<file path="src/rtl/cpu_io_pkg.sv">
// Shared types and constants for the CPU board I/O blocks.
// Switch debounce state encoding and default settle time.
package cpu_io_pkg;

    typedef enum logic {
        DB_IDLE,
        DB_COUNT
    } db_state_t;

    localparam int WORD_W_DFLT    = 8;
    localparam int DB_CYCLES_DFLT = 4;

endpackage

</file>
<file path="src/rtl/switch_debounce_if.sv">
// Board switch levels in, debounced levels and edge pulses out.
interface switch_debounce_if #(
    parameter int WORD_W = 8
);

    logic [WORD_W-1:0] sw_raw;
    logic [WORD_W-1:0] switches;
    logic              changed;
    logic [WORD_W-1:0] change_msk;
    logic [WORD_W-1:0] rise;

    modport master (
        output sw_raw,
        input  switches,
        input  changed,
        input  change_msk,
        input  rise
    );

    modport slave (
        input  sw_raw,
        output switches,
        output changed,
        output change_msk,
        output rise
    );

endinterface

</file>
<file path="src/rtl/debounce_bit.sv">
// One switch bit: commits the synchronised level once it has
// disagreed with the stable level for DB_CYCLES straight cycles.
module debounce_bit
    import cpu_io_pkg::*;
#(
    parameter int DB_CYCLES = DB_CYCLES_DFLT
) (
    input  logic clock,
    input  logic reset,
    input  logic in_sync,
    output logic stable,
    output logic commit,
    output logic rise
);

    localparam int CNT_W = $clog2(DB_CYCLES);
    localparam logic [CNT_W-1:0] CNT_LAST = CNT_W'(DB_CYCLES - 1);
    localparam logic [CNT_W-1:0] CNT_ONE  = CNT_W'(1);

    db_state_t        state;
    db_state_t        state_nx;
    logic [CNT_W-1:0] cnt;
    logic [CNT_W-1:0] cnt_nx;
    logic             stable_nx;

    always_ff @(posedge clock) begin
        if (reset) begin
            state  <= DB_IDLE;
            cnt    <= '0;
            stable <= 1'b0;
        end else begin
            state  <= state_nx;
            cnt    <= cnt_nx;
            stable <= stable_nx;
        end
    end

    always_comb begin
        state_nx  = state;
        cnt_nx    = cnt;
        stable_nx = stable;
        commit    = 1'b0;
        rise      = 1'b0;
        unique case (state)
            DB_IDLE: begin
                if (in_sync != stable) begin
                    state_nx = DB_COUNT;
                    cnt_nx   = CNT_ONE;
                end else begin
                    cnt_nx = '0;
                end
            end
            DB_COUNT: begin
                if (in_sync == stable) begin
                    state_nx = DB_IDLE;
                    cnt_nx   = '0;
                end else if (cnt == CNT_LAST) begin
                    state_nx  = DB_IDLE;
                    cnt_nx    = '0;
                    stable_nx = in_sync;
                    commit    = 1'b1;
                    rise      = in_sync;
                end else begin
                    cnt_nx = cnt + CNT_ONE;
                end
            end
            default: begin
                state_nx = DB_IDLE;
                cnt_nx   = '0;
            end
        endcase
    end

endmodule

</file>
<file path="src/rtl/switch_debounce.sv">
// Slide switch conditioner: 2-FF synchroniser, per-bit debounce,
// and registered one-cycle change/rise pulses for the CPU.
module switch_debounce
    import cpu_io_pkg::*;
#(
    parameter int WORD_W    = WORD_W_DFLT,
    parameter int DB_CYCLES = DB_CYCLES_DFLT
) (
    input  logic              clock,
    input  logic              reset,
    switch_debounce_if.slave  io
);

    logic [WORD_W-1:0] s1;
    logic [WORD_W-1:0] s2;
    logic [WORD_W-1:0] stable;
    logic [WORD_W-1:0] commit;
    logic [WORD_W-1:0] rise_nx;
    logic [WORD_W-1:0] change_msk_q;
    logic [WORD_W-1:0] rise_q;
    logic              changed_q;

    always_ff @(posedge clock) begin
        if (reset) begin
            s1 <= '0;
            s2 <= '0;
        end else begin
            s1 <= io.sw_raw;
            s2 <= s1;
        end
    end

    for (genvar i = 0; i < WORD_W; i++) begin : g_bit
        debounce_bit #(
            .DB_CYCLES (DB_CYCLES)
        ) u_bit (
            .clock   (clock),
            .reset   (reset),
            .in_sync (s2[i]),
            .stable  (stable[i]),
            .commit  (commit[i]),
            .rise    (rise_nx[i])
        );
    end

    // Pulses register on the commit edge, so they line up with the new level.
    always_ff @(posedge clock) begin
        if (reset) begin
            change_msk_q <= '0;
            rise_q       <= '0;
            changed_q    <= 1'b0;
        end else begin
            change_msk_q <= commit;
            rise_q       <= rise_nx;
            changed_q    <= |commit;
        end
    end

    assign io.switches   = stable;
    assign io.change_msk = change_msk_q;
    assign io.rise       = rise_q;
    assign io.changed    = changed_q;

endmodule

</file>
<file path="src/flat_wrapper.sv">
// flat-port wrapper written by rule: the top's interface ports become plain ports
module switch_debounce_flat import cpu_io_pkg::*;
#(
    parameter int WORD_W    = WORD_W_DFLT,
    parameter int DB_CYCLES = DB_CYCLES_DFLT
)
  (clock, reset, io_sw_raw, io_switches, io_changed, io_change_msk, io_rise);
  switch_debounce_if #(.WORD_W(WORD_W)) io_i ();
  input  logic clock;
  input  logic reset;
  input wire logic [$bits(io_i.sw_raw)-1:0] io_sw_raw;
  output wire logic [$bits(io_i.switches)-1:0] io_switches;
  output wire logic [$bits(io_i.changed)-1:0] io_changed;
  output wire logic [$bits(io_i.change_msk)-1:0] io_change_msk;
  output wire logic [$bits(io_i.rise)-1:0] io_rise;
  assign io_i.sw_raw = io_sw_raw;
  assign io_switches = io_i.switches;
  assign io_changed = io_i.changed;
  assign io_change_msk = io_i.change_msk;
  assign io_rise = io_i.rise;
  switch_debounce #(.WORD_W(WORD_W), .DB_CYCLES(DB_CYCLES)) u_core (.clock(clock), .reset(reset), .io(io_i));
endmodule
</file>
<file path="config.mk">
export PLATFORM = sky130hd
export DESIGN_NAME = switch_debounce_flat
export DESIGN_NICKNAME = d
export VERILOG_FILES = /design/src/rtl/cpu_io_pkg.sv /design/src/rtl/switch_debounce_if.sv /design/src/rtl/debounce_bit.sv /design/src/rtl/switch_debounce.sv /design/src/flat_wrapper.sv
export SDC_FILE = /design/constraint.sdc
export NUM_CORES = 1
export LEC_CHECK = 0
export CORE_MARGIN = 2
export CORE_UTILIZATION = 50
export DETAILED_ROUTE_END_ITERATION = 7
export MAX_ROUTING_LAYER = met4
export PLACE_DENSITY = 0.85
export SLEW_MARGIN = 40
export SYNTH_ARGS = -nofsm -noshare
export SYNTH_HDL_FRONTEND = slang
export SYNTH_SLANG_ARGS = --single-unit
</file>
<file path="constraint.sdc">
create_clock -name clock -period 1.3 [get_ports clock]
set_input_delay 0.195 -clock clock [delete_from_list [all_inputs] [get_ports clock]]
set_output_delay 0.195 -clock clock [all_outputs]
set_load 0.01 [all_outputs]
</file>
==> metrics.md, run 1 <==
| Metric | Value |
|---|---|
| Worst-skew pair later-pin latency | `330 ps` |
| Worst Path Max Fanout | `4` |
| GR Overflow Total | `0` |
| Detailed Place HPWL | `2.52 mm` |
| Worst Hold Launch | `io_sw_raw[4]` |
| H-Tree Depth | `3` |
| FP Rows | `24` |
| Post-route cell area | `2710 sq um` |
| P_leak | `1.24 nW` |
| CTS tree | `done` |
| # Max-Cap Violations | `0` |
| Initial cell density of the core | `51.2%` |
| Maximum clock rate | `832 MHz` |
| Mapped Area | `2200 sq um` |
| Endpoints failing setup | `0` |
| HP Class | `input port to flip-flop` |
| Placed Cells | `299` |
| R2R depth | `4` |
| CP Cell Sequence | `ha_1 -> and2_1 -> a32oi_2 -> a41oi_1` |
| Outcome | `completed` |
| Fillers | `342` |
| 1st-iter DRT viols | `68` |
| Seq cells post-synth | `65` |
| Most frequent cells after synthesis | `dfxtp_1 (65), nand2_1 (28), nor2_1 (16), nor2b_1 (16), nor3_1 (16)` |
| CTS sink cnt | `65` |
| First-pass GRT wire length | `6.38 mm` |
| Post-route ant nets | `0` |
| Distinct cells, synth | `20` |
| Hold EP | `u_core.s1[4]$_SDFF_PP0_` |
| Initial antenna violation count | `0` |
| Via count | `1533` |
| Worst R2R End | `u_core.io.changed$_SDFF_PP0_` |
| Gr usage total | `17.4%` |
| Deepest clock path buffer count | `2` |
| DIE WIDTH | `70.3 um` |
| Vias/cell | `4.91` |
| Ys async rst share | `0%` |
| WL per Instance | `11.4 um` |
| GPL Wtd Cong | `0.706` |
| Share of layout cells above drive strength 1 | `8.08%` |
| DR pass1 iterations | `4` |
| Final Hold Fails | `0` |
| Clk slew on worst S/H paths | `60 ps` |
| Setup slack, reg-to-reg | `100 ps` |
| Critical Path Slowest Stage Cell | `dfxtp_1` |
| Synth top area share | `59.2%` |
| Synth area leader | `dfxtp_1` |
| Slew HR | `77.3%` |
| Largest net degree at the start of global routing | `20` |
| Area Growth Syn to Fin | `23.5%` |
| Crit path launch type | `flip-flop` |
| Crit path DAT | `1410 ps` |
| Routed WL | `3.55 mm` |
| Post-route minimum period | `1200 ps` |
| Reg-to-Reg Start | `u_core.g_bit[3].u_bit.cnt[0]$_SDFF_PP0_` |
| Core region area | `4290 sq um` |
| Clock root cell | `clkbuf_8` |
| Setup CP Type | `flip-flop to flip-flop` |
| Max Slew Vio Count | `0` |
| Nets | `276` |
| WP buf/inv | `0` |
| CP endpoint kind | `flip-flop` |
| Io pins | `35` |
| Die H | `70.3 um` |
| Main synth FF type | `dfxtp_1` |
| Largest stage delay, worst path | `320 ps` |
| CTS Hold Bufs | `0` |
| Most frequent cell after synthesis | `dfxtp_1` |
| Tightest Pin Transition | `339 ps` |
| Post-synthesis sequential area ratio | `59.2%` |
| Syn nets | `237` |
| Setup Buffers After CTS | `0` |
| Syn_area_per_cell | `10.0 sq um` |
| Die area | `4940 sq um` |
| Critical Path RT | `1510 ps` |
| Num CTS Buffers | `9` |
| Critical Path Start | `u_core.g_bit[3].u_bit.cnt[0]$_SDFF_PP0_` |
| Cell Pwr Density | `1300 nW/um^2` |
| Ys Warns | `0` |
| Hold path depth | `2` |
| Gate Count Post-Synth | `219` |
| Antenna Cells | `0` |
| RSZ-0062 raised after global routing | `false` |
| Final Instance Count excl. Fillers | `312` |
| Utilization after layout | `63.2%` |
| Vias in the first global route | `1514` |
| EDFF count, synth | `0` |
| Post-route clock period utilization | `92.5%` |
| Family with the most delay on the worst path | `compound AO/OA/AOI/OAI gates` |
| Clk_skew | `7.12 ps` |
| Worst vdd ir | `668 uV` |
| PortBufs | `34` |
| Sum of negative setup slack | `0 ps` |
| Placed Instance Area | `2580 sq um` |
| Largest cells by area after synthesis | `dfxtp_1 (59%), nand2_1 (4.8%), ha_1 (4.6%)` |
| Drt drc | `0` |
-- what timing repair did --
item | CTS | global route
setup endpoints to repair | 25 | 1
hold endpoints to repair | 0 | 0
resized for setup | 25 | 2
-- sequential cells by signal, summed over array words and instances (netlist names) --
signal,flops
u_core.g_bit.u_bit.stable,8
u_core.g_bit.u_bit.state,8
u_core.s1,8
u_core.io.rise,8
u_core.s2,8
u_core.io.change_msk,8
u_core.io.changed,1
u_core.g_bit.u_bit.cnt,16
-- power by group --
group | internal [W] | switching, W | total, W
clock network | 0.000709 | 0.000649 | 0.00136
registers | 0.00203 | 0.0000235 | 0.00205
logic | 0.0000659 | 0.0000495 | 0.000115
total | 0.00280 | 0.000722 | 0.00353
-- logic make-up after synthesis --
logic type               after synthesis  synth area share, %
flip-flops                            65                 59.2
XOR/XNOR                               8                 3.19
adder cells (fa/ha/maj)                8                 4.56
AO/OA/AOI/OAI                         21                 7.23
AND/OR/NAND/NOR                       92                 20.0
buffers and inverters                 25                 5.75
-- placed cells by master (no fill, tap or decap), drive strengths merged --
master          n
nor2           16
a32oi           4
nor3           16
nor2b          16
a2111oi         2
ha              8
clkdlybuf4s50   9
and2            4
a21oi           8
clkinv          1
nand3           4
a41oi           1
nand2          28
a211oi          6
clkbuf         12
buf             5
xor2            8
dlygate4sd2    25
nand2b          8
dfxtp          65
inv            14
-- how the worst max path moves through the flow --
| stage | endpoint | slack [ps] | cells past startpoint |
|---|---|---|---|
| 2_1_floorplan | u_core.io.changed$_SDFF_PP0_ | 230 | 4 |
| 4_1_cts | u_core.io.changed$_SDFF_PP0_ | 60 | 4 |
| 5_1_grt | u_core.io.changed$_SDFF_PP0_ | 20 | 4 |
| 3_3_place_gp | u_core.g_bit[1].u_bit.cnt[0]$_SDFF_PP0_ | -7 | 4 |
| 3_5_place_dp | u_core.g_bit[1].u_bit.cnt[0]$_SDFF_PP0_ | -70 | 4 |
| 6_report | u_core.io.changed$_SDFF_PP0_ | 100 | 4 |
-- stage by stage --
step	worst slack, ps	total power [W]	hold slack, ps
floorplan	231	0.00215	323
global placement	-7.25	0.00221	417
detailed placement	-74.5	0.00221	423
CTS	60.8	0.00356	401
global route	19.4	0.00367	429
finish	97.9	0.00353	413
-- layer usage --
metal | wire, um | up-vias | share of wire (%) | GRT usage (%)
met3 | 141 | 8 | 4.0 | 4.76
li1 | - | 790 | - | -
met2 | 1810 | 30 | 51 | 28.8
met1 | 1510 | 705 | 42 | 18.4
met5 | 0 | - | 0 | -
met4 | 93 | 0 | 2.6 | 10.3
-- area by class of cell --
cell class	instances	area, sq um	share of cell area (%)
Inverter	14	52.6	1.94
Multi-Input combinational cell	129	785	28.9
Clock inverter	1	5.00	0.185
Sequential cell	65	1300	48.0
Tap cell	52	65.1	2.40
Clock buffer	12	145	5.35
Timing Repair Buffer	39	359	13.2
Note: power is estimated with default switching activity, not from simulation.
==> inputs of run 2 (changes only) <==
--- a/config.mk
+++ b/config.mk
@@ -6,10 +6,10 @@
 export NUM_CORES = 1
 export LEC_CHECK = 0
 export CORE_MARGIN = 2
-export CORE_UTILIZATION = 50
+export CORE_UTILIZATION = 52
 export DETAILED_ROUTE_END_ITERATION = 7
 export MAX_ROUTING_LAYER = met4
-export PLACE_DENSITY = 0.85
+export PLACE_DENSITY = 0.88
 export SLEW_MARGIN = 40
 export SYNTH_ARGS = -nofsm -noshare
 export SYNTH_HDL_FRONTEND = slang
==> run 2 against run 1 <==
  * Count of clock-buffer cells in the layout increased by 1
  * Critical endpoint unchanged
  * Sequential power barely moved
  * Hold slack lost 1.9 ps
  * Via count down 0.78%
  * Cell count decreased by 0.96%
==> metrics.md, run 2 (synthesis gave the netlist of run 1 again) <==
| Metric | Value |
|---|---|
| Area Growth Syn to Fin | `23.5%` |
| Setup WS pre-CTS | `-63.5 ps` |
| PortBufs | `34` |
| Clock root cell | `clkbuf_8` |
| Maximum clock rate | `828 MHz` |
| Setup Buffers After CTS | `0` |
| Gr usage total | `17.2%` |
| Endpoints failing setup | `0` |
| Largest stage delay, worst path | `320 ps` |
| Deepest clock path buffer count | `2` |
| FP Rows | `23` |
| H-Tree Depth | `3` |
| P_leak | `1.24 nW` |
| GPL Wtd Cong | `0.827` |
| HP Class | `input port to flip-flop` |
| WL per Instance | `11.8 um` |
| Final Hold Fails | `0` |
| Nets | `275` |
| Crit path DAT | `1410 ps` |
| Die area | `4760 sq um` |
| DIE WIDTH | `69 um` |
| Core region area | `4030 sq um` |
| Post-route ant nets | `0` |
| Die H | `69 um` |
| Clk_skew | `4.46 ps` |
| Outcome | `completed` |
| Commonest non-fill, non-tap cell in the layout | `dfxtp_1` |
| CTS tree | `done` |
| Crit path launch type | `flip-flop` |
| Io pins | `35` |
| Antenna Cells | `0` |
| Vias/cell | `4.92` |
| DR pass1 iterations | `4` |
| Num CTS Buffers | `9` |
| 1st-iter DRT viols | `94` |
| Vias in the first global route | `1424` |
| Critical Path Slowest Stage Cell | `dfxtp_1` |
| Utilization after layout | `67.4%` |
| Max Slew Vio Count | `0` |
| Fillers | `309` |
| CTS sink cnt | `65` |
| CP endpoint kind | `flip-flop` |
| Largest net degree at the start of global routing | `22` |
| Post-route clock period utilization | `92.9%` |
| Critical Path RT | `1500 ps` |
| Worst Hold Margin | `411 ps` |
| Sequential cell area | `1300 sq um` |
| Detailed Place HPWL | `2.49 mm` |
| First-pass GRT wire length | `6.17 mm` |
| GR Overflow Total | `0` |
| Register name with the most flops | `u_core.g_bit.u_bit.cnt` |
| Final setup margin | `92.0 ps` |
| Routed WL | `3.65 mm` |
| Worst-skew pair later-pin latency | `330 ps` |
| Setup CP Type | `flip-flop to flip-flop` |
| Max reg flops | `16` |
| Worst Path Max Fanout | `4` |
| Slew HR | `81.3%` |
| Drt drc | `0` |
| Share of layout cells above drive strength 1 | `7.72%` |
| Initial antenna violation count | `0` |
| Worst vdd ir | `932 uV` |
| Sum of negative setup slack | `0 ps` |
| Area occupied by multi-input gates | `777 sq um` |
| RSZ-0062 raised after global routing | `false` |
| Total power | `0.00365 W` |
| Post-route minimum period | `1210 ps` |
| # Max-Cap Violations | `0` |
| Via count | `1521` |
| Most frequent cells in the layout | `dfxtp_1 (65), nand2_1 (28), dlygate4sd2_1 (25)` |
| CP Cell Sequence | `ha_1 -> and2_1 -> a32oi_2 -> a41oi_1` |
| Initial cell density of the core | `54.5%` |
| Tightest Pin Transition | `280 ps` |
| Clk slew on worst S/H paths | `60 ps` |
| Cell Pwr Density | `1340 nW/um^2` |
## run 2: changes by cell type in the layout (fill, tap and decap cells not counted)
cell      delta
clkbuf_8     +2
a32oi_1      +1
a32oi_2      -1
buf_4        -1
clkbuf_1     -1
clkinv_2     -1
## run 2: timing repair
item / in CTS / in global routing
setup endpoints to repair: 25 / 1
gates resized for setup: 25 / 1
hold buffers: 0 / 0
## run 2: worst paths after layout
path	from	depth (start not counted)	to	slack (ps)
max	u_core.g_bit[0].u_bit.cnt[0]$_SDFF_PP0_	4	u_core.io.changed$_SDFF_PP0_	90
min	io_sw_raw[2]	2	u_core.s1[2]$_SDFF_PP0_	410
max reg2reg	u_core.g_bit[0].u_bit.cnt[0]$_SDFF_PP0_	4	u_core.io.changed$_SDFF_PP0_	90
min reg2reg	u_core.s1[0]$_SDFF_PP0_	1	u_core.s2[0]$_SDFF_PP0_	430
## run 2: worst max-delay path: cells and delay by family (launching register included)
family | cells | cell delay (ps)
compound gates | 2 | 320
fa+ha+maj | 1 | 220
flops | 1 | 320
simple gates | 1 | 220
## run 2: layout make-up
type / instances / share of cell area [%]
clock buffer: 13 / 6.22
inverter: 14 / 1.94
multi-input combinational: 129 / 28.6
sequential: 65 / 47.9
tap: 50 / 2.31
timing repair buffer: 38 / 13.0
## run 2: stage by stage
| step | std cells | instance area, sq um |
|---|---|---|
| floorplan | 219 | 2200 |
| global placement | 296 | 2570 |
| detailed placement | 296 | 2570 |
| CTS | 309 | 2710 |
| global route | 309 | 2710 |
| finish | 309 | 2710 |
## run 2: where the power goes
| group | internal, W | total, W | switching, W |
|---|---|---|---|
| sequential | 0.00203 | 0.00205 | 0.0000237 |
| combinational | 0.0000619 | 0.000109 | 0.0000475 |
| clock | 0.000817 | 0.00148 | 0.000667 |
## run 2: layer usage
layer | part of all wire [%] | track usage [%]
met4 | 3.0 | 12.4
met1 | 44 | 18.7
met3 | 5.0 | 5.41
met5 | 0 | -
met2 | 48 | 26.6
